## src/rtl/mitm_rule_engine_pkg.sv

```systemverilog
// Shared state encodings, opcodes and sizing helpers for the MITM rule engine.
package mitm_pkg;

    localparam logic [2:0] ST_RESET  = 3'd0;
    localparam logic [2:0] ST_IDLE   = 3'd1;
    localparam logic [2:0] ST_INSTR  = 3'd2;
    localparam logic [2:0] ST_OPCODE = 3'd3;
    localparam logic [2:0] ST_ADDR   = 3'd4;
    localparam logic [2:0] ST_LOOKUP = 3'd5;
    localparam logic [2:0] ST_DATA   = 3'd6;
    // Unused code: reset parks here so the first clock after release lands in RESET.
    localparam logic [2:0] ST_POR    = 3'd7;

    localparam logic [2:0] OP_READ  = 3'b110;
    localparam logic [2:0] OP_WRITE = 3'b101;

    function automatic int max_int(input int a, input int b);
        return (a > b) ? a : b;
    endfunction

    function automatic int calc_max_data_size(input int addr_bits, input int word_bits);
        return max_int(max_int(addr_bits + 1, word_bits), 3);
    endfunction

    function automatic int calc_data_size_width(input int max_data_size);
        return $clog2(max_data_size + 1);
    endfunction

    function automatic int calc_idx_w(input int num_rules);
        return max_int(1, $clog2(num_rules));
    endfunction

endpackage

```

## src/rtl/mitm_rule_table.sv

```systemverilog
// Runtime-programmable rule table: registered valid/addr/data entries with a
// combinational lowest-index-wins address match.
module mitm_rule_table
    import mitm_pkg::*;
#(
    parameter int ADDR_BITS = 6,
    parameter int WORD_BITS = 8,
    parameter int NUM_RULES = 4,
    localparam int IDX_W = calc_idx_w(NUM_RULES)
) (
    input  logic                 sys_clk,
    input  logic                 rst_n,
    input  logic                 i_cfg_we,
    input  logic [IDX_W-1:0]     i_cfg_idx,
    input  logic                 i_cfg_valid,
    input  logic [ADDR_BITS-1:0] i_cfg_addr,
    input  logic [WORD_BITS-1:0] i_cfg_data,
    input  logic [ADDR_BITS-1:0] i_lookup_addr,
    output logic                 o_hit,
    output logic [IDX_W-1:0]     o_hit_idx,
    output logic [WORD_BITS-1:0] o_hit_data
);

    logic [NUM_RULES-1:0] r_valid;
    logic [ADDR_BITS-1:0] r_addr [NUM_RULES];
    logic [WORD_BITS-1:0] r_data [NUM_RULES];
    logic                 w_write;

    assign w_write = i_cfg_we && (int'(i_cfg_idx) < NUM_RULES);

    // NOTE: sequential state uses non-blocking assignments so every flop samples pre-edge values.
    always_ff @(posedge sys_clk or negedge rst_n) begin
        if (!rst_n) begin
            r_valid <= '0;
        end else if (w_write) begin
            r_valid[i_cfg_idx] <= i_cfg_valid;
        end
    end

    // NOTE: payload storage is not reset; the valid bits alone gate every match.
    always_ff @(posedge sys_clk) begin
        if (w_write) begin
            r_addr[i_cfg_idx] <= i_cfg_addr;
            r_data[i_cfg_idx] <= i_cfg_data;
        end
    end

    // NOTE: defaults assigned first so no output holds a stale value and no latch is inferred.
    always_comb begin
        o_hit      = 1'b0;
        o_hit_idx  = '0;
        o_hit_data = '0;
        for (int i = NUM_RULES - 1; i >= 0; i--) begin
            if (r_valid[i] && (r_addr[i] == i_lookup_addr)) begin
                o_hit      = 1'b1;
                o_hit_idx  = IDX_W'(i);
                o_hit_data = r_data[i];
            end
        end
    end

endmodule

```

## src/rtl/mitm_rule_engine.sv

```systemverilog
// SPI/Microwire MITM decision engine with a programmable substitution rule table.
// Define MITM_WRITE_PROTECT_EN to also substitute MOSI data on WRITE transactions.
module mitm_rule_engine
    import mitm_pkg::*;
#(
    parameter int ADDR_BITS = 6,
    parameter int WORD_BITS = 8,
    parameter int NUM_RULES = 4,
    localparam int MAX_DATA_SIZE   = calc_max_data_size(ADDR_BITS, WORD_BITS),
    localparam int DATA_SIZE_WIDTH = calc_data_size_width(MAX_DATA_SIZE),
    localparam int IDX_W           = calc_idx_w(NUM_RULES)
) (
    input  logic                       sys_clk,
    input  logic                       rst_n,
    input  logic                       mitm_start,
    input  logic                       eval,
    input  logic [MAX_DATA_SIZE-1:0]   real_miso_data,
    input  logic [MAX_DATA_SIZE-1:0]   real_mosi_data,
    input  logic                       cfg_we,
    input  logic [IDX_W-1:0]           cfg_idx,
    input  logic                       cfg_valid,
    input  logic [ADDR_BITS-1:0]       cfg_addr,
    input  logic [WORD_BITS-1:0]       cfg_data,
    output logic [MAX_DATA_SIZE-1:0]   fake_miso_data,
    output logic [MAX_DATA_SIZE-1:0]   fake_mosi_data,
    output logic [DATA_SIZE_WIDTH-1:0] data_size,
    output logic                       fake_miso_select,
    output logic                       fake_mosi_select,
    output logic                       eval_done,
    output logic                       mitm_done,
    output logic [15:0]                hit_count
);

`ifdef MITM_WRITE_PROTECT_EN
    localparam logic WRITE_PROTECT = 1'b1;
`else
    localparam logic WRITE_PROTECT = 1'b0;
`endif

    logic [2:0]                 r_state;
    logic                       r_is_write;
    logic [ADDR_BITS-1:0]       r_addr;
    logic [MAX_DATA_SIZE-1:0]   r_fake_miso;
    logic [MAX_DATA_SIZE-1:0]   r_fake_mosi;
    logic [DATA_SIZE_WIDTH-1:0] r_data_size;
    logic                       r_miso_sel;
    logic                       r_mosi_sel;
    logic                       r_eval_done;
    logic                       r_mitm_done;
    logic [15:0]                r_hit_count;

    logic                       w_eval_ok;
    logic [2:0]                 w_opcode;
    logic [ADDR_BITS-1:0]       w_addr_capture;
    logic                       w_hit;
    logic [IDX_W-1:0]           w_hit_idx;
    logic [WORD_BITS-1:0]       w_hit_data;
    logic [MAX_DATA_SIZE-1:0]   w_fake_word;
    logic                       w_unused;

    assign w_eval_ok      = eval && r_eval_done;
    assign w_opcode       = real_mosi_data[2:0];
    // READ addresses are followed by a dummy bit, so they sit one position higher.
    assign w_addr_capture = r_is_write ? real_mosi_data[ADDR_BITS-1:0]
                                       : real_mosi_data[ADDR_BITS:1];
    assign w_unused       = ^{real_miso_data, real_mosi_data, w_hit_idx};

    always_comb begin
        w_fake_word = '0;
        w_fake_word[MAX_DATA_SIZE-1 -: WORD_BITS] = w_hit_data;
    end

    mitm_rule_table #(
        .ADDR_BITS (ADDR_BITS),
        .WORD_BITS (WORD_BITS),
        .NUM_RULES (NUM_RULES)
    ) u_rule_table (
        .sys_clk       (sys_clk),
        .rst_n         (rst_n),
        .i_cfg_we      (cfg_we),
        .i_cfg_idx     (cfg_idx),
        .i_cfg_valid   (cfg_valid),
        .i_cfg_addr    (cfg_addr),
        .i_cfg_data    (cfg_data),
        .i_lookup_addr (r_addr),
        .o_hit         (w_hit),
        .o_hit_idx     (w_hit_idx),
        .o_hit_data    (w_hit_data)
    );

    always_ff @(posedge sys_clk or negedge rst_n) begin
        if (!rst_n) begin
            r_state     <= ST_POR;
            r_is_write  <= 1'b0;
            r_addr      <= '0;
            r_fake_miso <= '0;
            r_fake_mosi <= '0;
            r_data_size <= '0;
            r_miso_sel  <= 1'b0;
            r_mosi_sel  <= 1'b0;
            r_eval_done <= 1'b0;
            r_mitm_done <= 1'b0;
            r_hit_count <= '0;
        end else begin
            case (r_state)
                ST_RESET: begin
                    r_fake_miso <= '0;
                    r_fake_mosi <= '0;
                    r_data_size <= '0;
                    r_miso_sel  <= 1'b0;
                    r_mosi_sel  <= 1'b0;
                    r_eval_done <= 1'b1;
                    r_mitm_done <= 1'b1;
                    r_state     <= ST_IDLE;
                end
                ST_IDLE: begin
                    if (mitm_start) begin
                        r_mitm_done <= 1'b0;
                        r_state     <= ST_INSTR;
                    end
                end
                ST_INSTR: begin
                    if (w_eval_ok) begin
                        r_data_size <= DATA_SIZE_WIDTH'(3);
                        r_miso_sel  <= 1'b0;
                        r_mosi_sel  <= 1'b0;
                        r_state     <= ST_OPCODE;
                    end
                end
                ST_OPCODE: begin
                    if (w_eval_ok) begin
                        if (w_opcode == OP_READ) begin
                            r_is_write  <= 1'b0;
                            r_data_size <= DATA_SIZE_WIDTH'(ADDR_BITS + 1);
                            r_state     <= ST_ADDR;
                        end else if (WRITE_PROTECT && (w_opcode == OP_WRITE)) begin
                            r_is_write  <= 1'b1;
                            r_data_size <= DATA_SIZE_WIDTH'(ADDR_BITS);
                            r_state     <= ST_ADDR;
                        end else begin
                            r_data_size <= '0;
                            r_mitm_done <= 1'b1;
                            r_state     <= ST_IDLE;
                        end
                    end
                end
                ST_ADDR: begin
                    if (w_eval_ok) begin
                        r_addr      <= w_addr_capture;
                        r_eval_done <= 1'b0;
                        r_state     <= ST_LOOKUP;
                    end
                end
                ST_LOOKUP: begin
                    r_data_size <= DATA_SIZE_WIDTH'(WORD_BITS);
                    if (w_hit) begin
                        if (r_is_write) begin
                            r_fake_mosi <= w_fake_word;
                            r_mosi_sel  <= 1'b1;
                        end else begin
                            r_fake_miso <= w_fake_word;
                            r_miso_sel  <= 1'b1;
                        end
                        if (r_hit_count != 16'hFFFF) begin
                            r_hit_count <= r_hit_count + 16'd1;
                        end
                    end
                    r_eval_done <= 1'b1;
                    r_state     <= ST_DATA;
                end
                ST_DATA: begin
                    if (w_eval_ok) begin
                        r_data_size <= '0;
                        r_miso_sel  <= 1'b0;
                        r_mosi_sel  <= 1'b0;
                        r_mitm_done <= 1'b1;
                        r_state     <= ST_IDLE;
                    end
                end
                default: begin
                    r_eval_done <= 1'b0;
                    r_mitm_done <= 1'b0;
                    r_state     <= ST_RESET;
                end
            endcase
        end
    end

    assign fake_miso_data   = r_fake_miso;
    assign fake_mosi_data   = r_fake_mosi;
    assign data_size        = r_data_size;
    assign fake_miso_select = r_miso_sel;
    assign fake_mosi_select = r_mosi_sel;
    assign eval_done        = r_eval_done;
    assign mitm_done        = r_mitm_done;
    assign hit_count        = r_hit_count;

endmodule

```

## config.mk

```make
export PLATFORM = sky130hd
export DESIGN_NAME = mitm_rule_engine
export DESIGN_NICKNAME = d
export VERILOG_FILES = /design/src/rtl/mitm_rule_engine_pkg.sv /design/src/rtl/mitm_rule_table.sv /design/src/rtl/mitm_rule_engine.sv
export SDC_FILE = /design/constraint.sdc
export NUM_CORES = 1
export LEC_CHECK = 0
export CORE_MARGIN = 10
export CORE_UTILIZATION = 47
export DETAILED_ROUTE_END_ITERATION = 16
export HOLD_SLACK_MARGIN = 0.15
export PLACE_DENSITY = 0.82
export SYNTH_ARGS = -nofsm -noshare
export SYNTH_HDL_FRONTEND = slang
export SYNTH_SLANG_ARGS = --single-unit
```

## constraint.sdc

```tcl
create_clock -name sys_clk -period 2 [get_ports sys_clk]
set_input_delay 0.4 -clock sys_clk [delete_from_list [all_inputs] [get_ports sys_clk]]
set_output_delay 0.4 -clock sys_clk [all_outputs]
set_load 0.02 [all_outputs]
```

# After elaboration in Yosys (flattened, before gate mapping)
# Memory sizes are Yosys's and may differ from the RTL's.
# Index checks and enable logic that the tools add are counted.
# totals
ff_bits,53
ramBits,56
elab_cells,101
mem_count,2
# classes
addsub,1
magnitude_cmp,2
eq_ne,20
n_mux,38
bitwise_logic,3
n_reduce_logical,24
# mem_list
memory,depth,word_bits,read_ports,rd_ports_with_merged_regs,wr,line,text
u_rule_table.r_data,4,8,4,0,1,mitm_rule_table.sv:26,logic [WORD_BITS-1:0] r_data [NUM_RULES];
u_rule_table.r_addr,4,6,4,0,1,mitm_rule_table.sv:25,logic [ADDR_BITS-1:0] r_addr [NUM_RULES];
# op_table
op,count
$mux 8,6
$eq 6x6->1,4
$mux 3,7
$pmux 3 s7,1
$pmux 4 s5,1
$add 16x1->16 const B,1
$ne 16x16->1 const B,1
$pmux 8 s2,1
$mux 1,13
$eq 3x3->1 const B,4
$mux 4,3
$ne 2x2->1 const B,6
$reduce_and 5->1,2
$reduce_and 3->1,3
$reduce_and 4->1,2
$eq 3x2->1 const B,2
$logic_and 1x1->1,6
$pmux 1 s3,2
$reduce_and 2->1,3
$pmux 1 s5,1
$reduce_bool 5->1,1
$bwmux 4,1
$ne 2x1->1 const B,2
$reduce_or 2->1,2
11 further kinds,13

# Longest topological paths before layout
# An unclocked memory read counts as a cell.
# logic_depth
ltp_word,9
mapped_depth,9
ltp_nobuf,6

# Hierarchy
# Synthesis repeated with hierarchy kept, for this count alone.
# hier_totals
cells_unflattened,359
area_unflattened_um2,4583.1
# by_module_without_submodules
module,n_inst,cells_per_inst,area_per_inst_um2,seq_area_each_um2
mitm_rule_table,1,157,2506.2,1781.7
mitm_rule_engine,1,202,2077.0,979.7

# Worst setup path before layout
# Ideal clock, no wire load.
# synth_path
path_type,input-to-reg
startpoint,input port cfg_idx[0]
endpoint,register u_rule_table.r_valid[0]
t_arrival_ns,2.006
setup_slack_ns,-0.131
stages,2
path_buffers,0
path_cell_list,nor3b_1 -> mux2_2
# synth_via
elab_chain_cells,5
elab_cells_between_ends,6
classes_between,2 x order compare; 3 x mux; 1 x reduce/logical
# synth_lines
element,line,text
from (decl),mitm_rule_engine.sv:20,"input logic [IDX_W-1:0] cfg_idx,"
$lt 2x3->1 (implied by the code) or $ge 2x1->1 (tied branches),mitm_rule_table.sv:36,r_valid[i_cfg_idx] <= i_cfg_valid;
$logic_and 1x1->1 (implied by the code),mitm_rule_table.sv:36,
$mux 1 (implied by the code),mitm_rule_table.sv:36,
$demux 1 s2 (*),n/a,
$bwmux 4 (*),mitm_rule_table.sv:36,
"to (signal, indexed assignment)",mitm_rule_table.sv:36,
to (decl),mitm_rule_table.sv:24,logic [NUM_RULES-1:0] r_valid;
# Every way passes the cells marked *; elsewhere a longest branch is shown, timed or not.
# A chain may end at the register's enable or synchronous reset.

# Worst setup path after layout
# layout_path
startpoint,register r_addr[2]
endpoint,"register r_hit_count[15], in the netlist hit_count[15]"
# layout_via
elab_chain_cells,7
elab_cells_between_ends,13
classes_between,4 x eq/ne; 4 x mux; 5 x reduce/logical
# layout_lines
element,line,text
from (decl),mitm_rule_engine.sv:42,logic [ADDR_BITS-1:0] r_addr;
from (signal assigned),mitm_rule_engine.sv:149,r_addr <= w_addr_capture;
$eq 6x6->1,mitm_rule_table.sv:54,if (r_valid[i] && (r_addr[i] == i_lookup_addr)) begin
$logic_and 1x1->1,mitm_rule_table.sv:54,
$mux 1 (3 in series),mitm_rule_table.sv:54,
$mux 1 (*),mitm_rule_table.sv:54,
$reduce_and 3->1 (no line) (*),n/a,
to (signal assigned),mitm_rule_engine.sv:165,r_hit_count <= r_hit_count + 16'd1;
to (decl),mitm_rule_engine.sv:50,logic [15:0] r_hit_count;
# Marks and branches as above.

==> run summary <==
Outcome: completed
Setup repair after global routing missed its margin: true
Crit path buf inv count: 2
Kind of critical path: flop to flop
Hold Path Class: flop to flop
Cell count of the worst reg-to-reg path: 8
Antenna diode count: 0
Sw Ratio: 32.07%
Synth area leader: edfxtp_1
Crit-path slowest cell: dfrtp_2
Pre-CTS WS: -0.07906 ns
Largest net degree at the start of global routing: 25
Root Buffer Master: clkbuf_8
TritonCTS clock tree: built
Total GRT Usage: 13.46%
Final period util: 99.06%
Crit-path cells: xnor2_2 > nand4_1 > nor4_2 > buf_4 > o31ai_4 > buf_6 > nor4_4 > xor2_1
Pwr dens: 932.2 mW/mm2
DP Cell Count: 485
Grt total ovfl: 0
IO Count: 78
Measured slew at the worst slew-check pin: 0.5184 ns
Crit path largest cell delay: 0.49 ns
DRC violations left: 0
Max FO, Critical Path: 6
Post-synth EDFFs: 56
Combinational power share: 23.7%
Multi-input logic area: 0.001575 mm2
First-pass GRT wire length: 14030 um
Yosys cell types: 46
Crit. Startpoint: r_addr[2]
FF-to-FF End: hit_count[15]
Final total power: 5.158 mW
Area grow syn2layout: 28.58%
Top cell type's share of synthesized area: 39.08%
Final instance area: 0.005533 mm2
Crit path arrival time: 2.27 ns
Fmax: 504.8 MHz
Mapped cell area: 0.004303 mm2
Most common cell after layout, fill and taps aside: clkdlybuf4s50_1
Worst Clk Skew: 0.01421 ns
Post-Synthesis Cells: 309
Worst EP required: 2.29 ns
FF+latch area: 0.002769 mm2
R2R Path Start: r_addr[2]
Clock Latency Late Sink: 0.37 ns
Yosys warnings: 0
I/O Buffers: 59
Die height: 115.7 um
Peak supply drop: 504.5 uV
Vias: 2770
Share of cells above drive strength 1: 26.08%
Register bit count reported by yosys: 99
CTS Sinks: 99
Initial antenna violation count: 0
Reported leakage power: 2.159 nW
DIE WIDTH: 115.7 um
Setup Viol. Count Final: 0
Setup TNS: 0 ns
Post-DRT Antenna Nets: 0
Number of hold violations in the final report: 0
Register area share after synthesis: 64.18%
Placed instance area: 0.005100 mm2
Final core occ: 62.83%
Placement Rows: 34
CTS buffer count: 9
Flop-to-flop setup slack: 0.02 ns
Synth async-reset ratio: 43.43%
DR iter-0 viols: 127
Worst setup SP type: flop
Delay-heaviest family, CP: simple AND/OR/NAND/NOR gates
Routed length per instance: 18.55 um
Drt via density: 5.507
Final Max Tran Viols: 0
Power Internal: 3.504 mW
Final HPWL DP: 6662 um
Clk pin slew, worst setup/hold paths: 0.11 ns
H-tree depth: 3
Final layout net count: 429
WL final: 9333 um
Non-filler instance count after layout: 503
1st-pass router iterations: 4
Crit. path cell count: 8
Worst slew margin relative to its limit: 65.34%
Core Region: 0.008806 mm2
Syn_area_per_cell: 13.93 um2
Critical Path Sink Type: flop
Max Cap Violations: 0
Ranking of synthesized cells by area: edfxtp_1 39%, dfrtp_1 23%, xor2_1 5.1%, xnor2_1 3.1%, mux2_2 2.9%
Sequential share of power: 51.6%
Fin worst setup slack: 0.01890 ns
Hold slack: 0.4943 ns
Die area: 0.01338 mm2
CP endpoint: hit_count[15]
Vias in the first global route: 2837
Gp weighted congestion: 0.7568
Net Sw Power: 1.654 mW
Most frequent cells in the layout: 58 x clkdlybuf4s50_1, 56 x edfxtp_1, 34 x dfrtp_1
Clock tree buffer depth: 2
Fillcell total: 673
Final min period: 1.981 ns
Initial Util: 48.86%
Clock group share of total power: 24.7%
Main synth FF type: edfxtp_1
## synthesized netlist by cell type, drive strengths merged (2+ instances only)
cell type and n:
a221oi 8, and3 3, a21o 3, nor3b 3, a31oi 2, inv 3, nand3 15, nor2 9
dfstp 3, o31ai 9, o21ai 10, nand2b 2, buf 21, xnor2 15, mux2 11, nor4 6
nand2 12, edfxtp 56, nor3 9, dfrtp 40, nand4 7, a21oi 6, and4 2, clkbuf 5
xor2 25, o22ai 8
## worst register-to-register path, delay by kind of cell, from the launching register on
kind	cells	cell delay [ns]
AO/OA/AOI/OAI	1	0.11
XOR/XNOR	2	0.37
buffers and inverters	2	0.33
flip-flops	1	0.49
AND/OR/NAND/NOR	3	0.60
## area by class of cell
| type | instances | share of cell area, % |
|---|---|---|
| clock buffers | 9 | 2.239 |
| repair buffers | 88 | 15.22 |
| multi-input cells | 189 | 28.47 |
| inverters | 3 | 0.2035 |
| flip-flops and latches | 99 | 50.05 |
| well taps | 108 | 2.442 |
| clock inverters | 7 | 1.379 |
## sequential cells by signal, summed over array words and instances (netlist names)
name                  count
mitm_done                 1
fake_miso_data            8
u_rule_table.r_data      32
hit_count                16
u_rule_table.r_addr      24
u_rule_table.r_valid      4
fake_miso_select          1
data_size                 3
eval_done                 1
r_state                   3
r_addr                    6
## cell families (layout without fill, tap and decap cells)
logic type,Yosys count,after routing,synth area share [%]
xor+xnor,40,40,8.142
mux,12,12,3.111
simple gates,75,75,10.82
compound gates,51,51,8.491
fa+ha+maj,2,2,0.5234
buf+inv,29,107,4.652
flops,99,99,64.18
other cells,1,9,0.08715
## power groups by stage
stage / registers (mW) / logic, mW / clock network, mW
final: 2.66 / 1.22 / 1.28
after detailed placement: 2.66 / 1.07 / 0
after CTS: 2.64 / 1.12 / 1.30
after floorplan: 2.57 / 0.866 / 0
after global placement: 2.65 / 1.04 / 0
after global routing: 2.69 / 1.33 / 1.40
## metal layers
metal	vias to the layer above	global-route usage [%]	part of all wire, %
met2	92	22.77	49
met4	0	4.254	1.5
li1	1296	-	-
met1	1365	15.95	42
met5	-	0	0
met3	17	4.444	7.4
## timing repair
| item | in CTS | in global routing |
|---|---|---|
| gates cloned | 0 | 0 |
| setup endpoints to repair | 16 | 24 |
| endpoints found under the hold margin | 19 | 0 |
| hold buffers | 1 | 0 |
| resized for setup | 15 | 28 |
| buffers inserted | 1 | 1 |
| pin swaps | 6 | 9 |
## how the worst min path moves through the flow
stage	start	slack, ns	depth (start not counted)	to
final	data_size[2]	0.49	1	data_size[2]
after global routing	data_size[2]	0.52	1	data_size[2]
after floorplan	rst_n	0.10	0	data_size[1]
after global placement	rst_n	0.39	1	hit_count[13]
after detailed placement	rst_n	0.39	1	hit_count[13]
after CTS	hit_count[4]	0.50	1	hit_count[4]
Note: power is estimated with default switching activity, not from simulation.
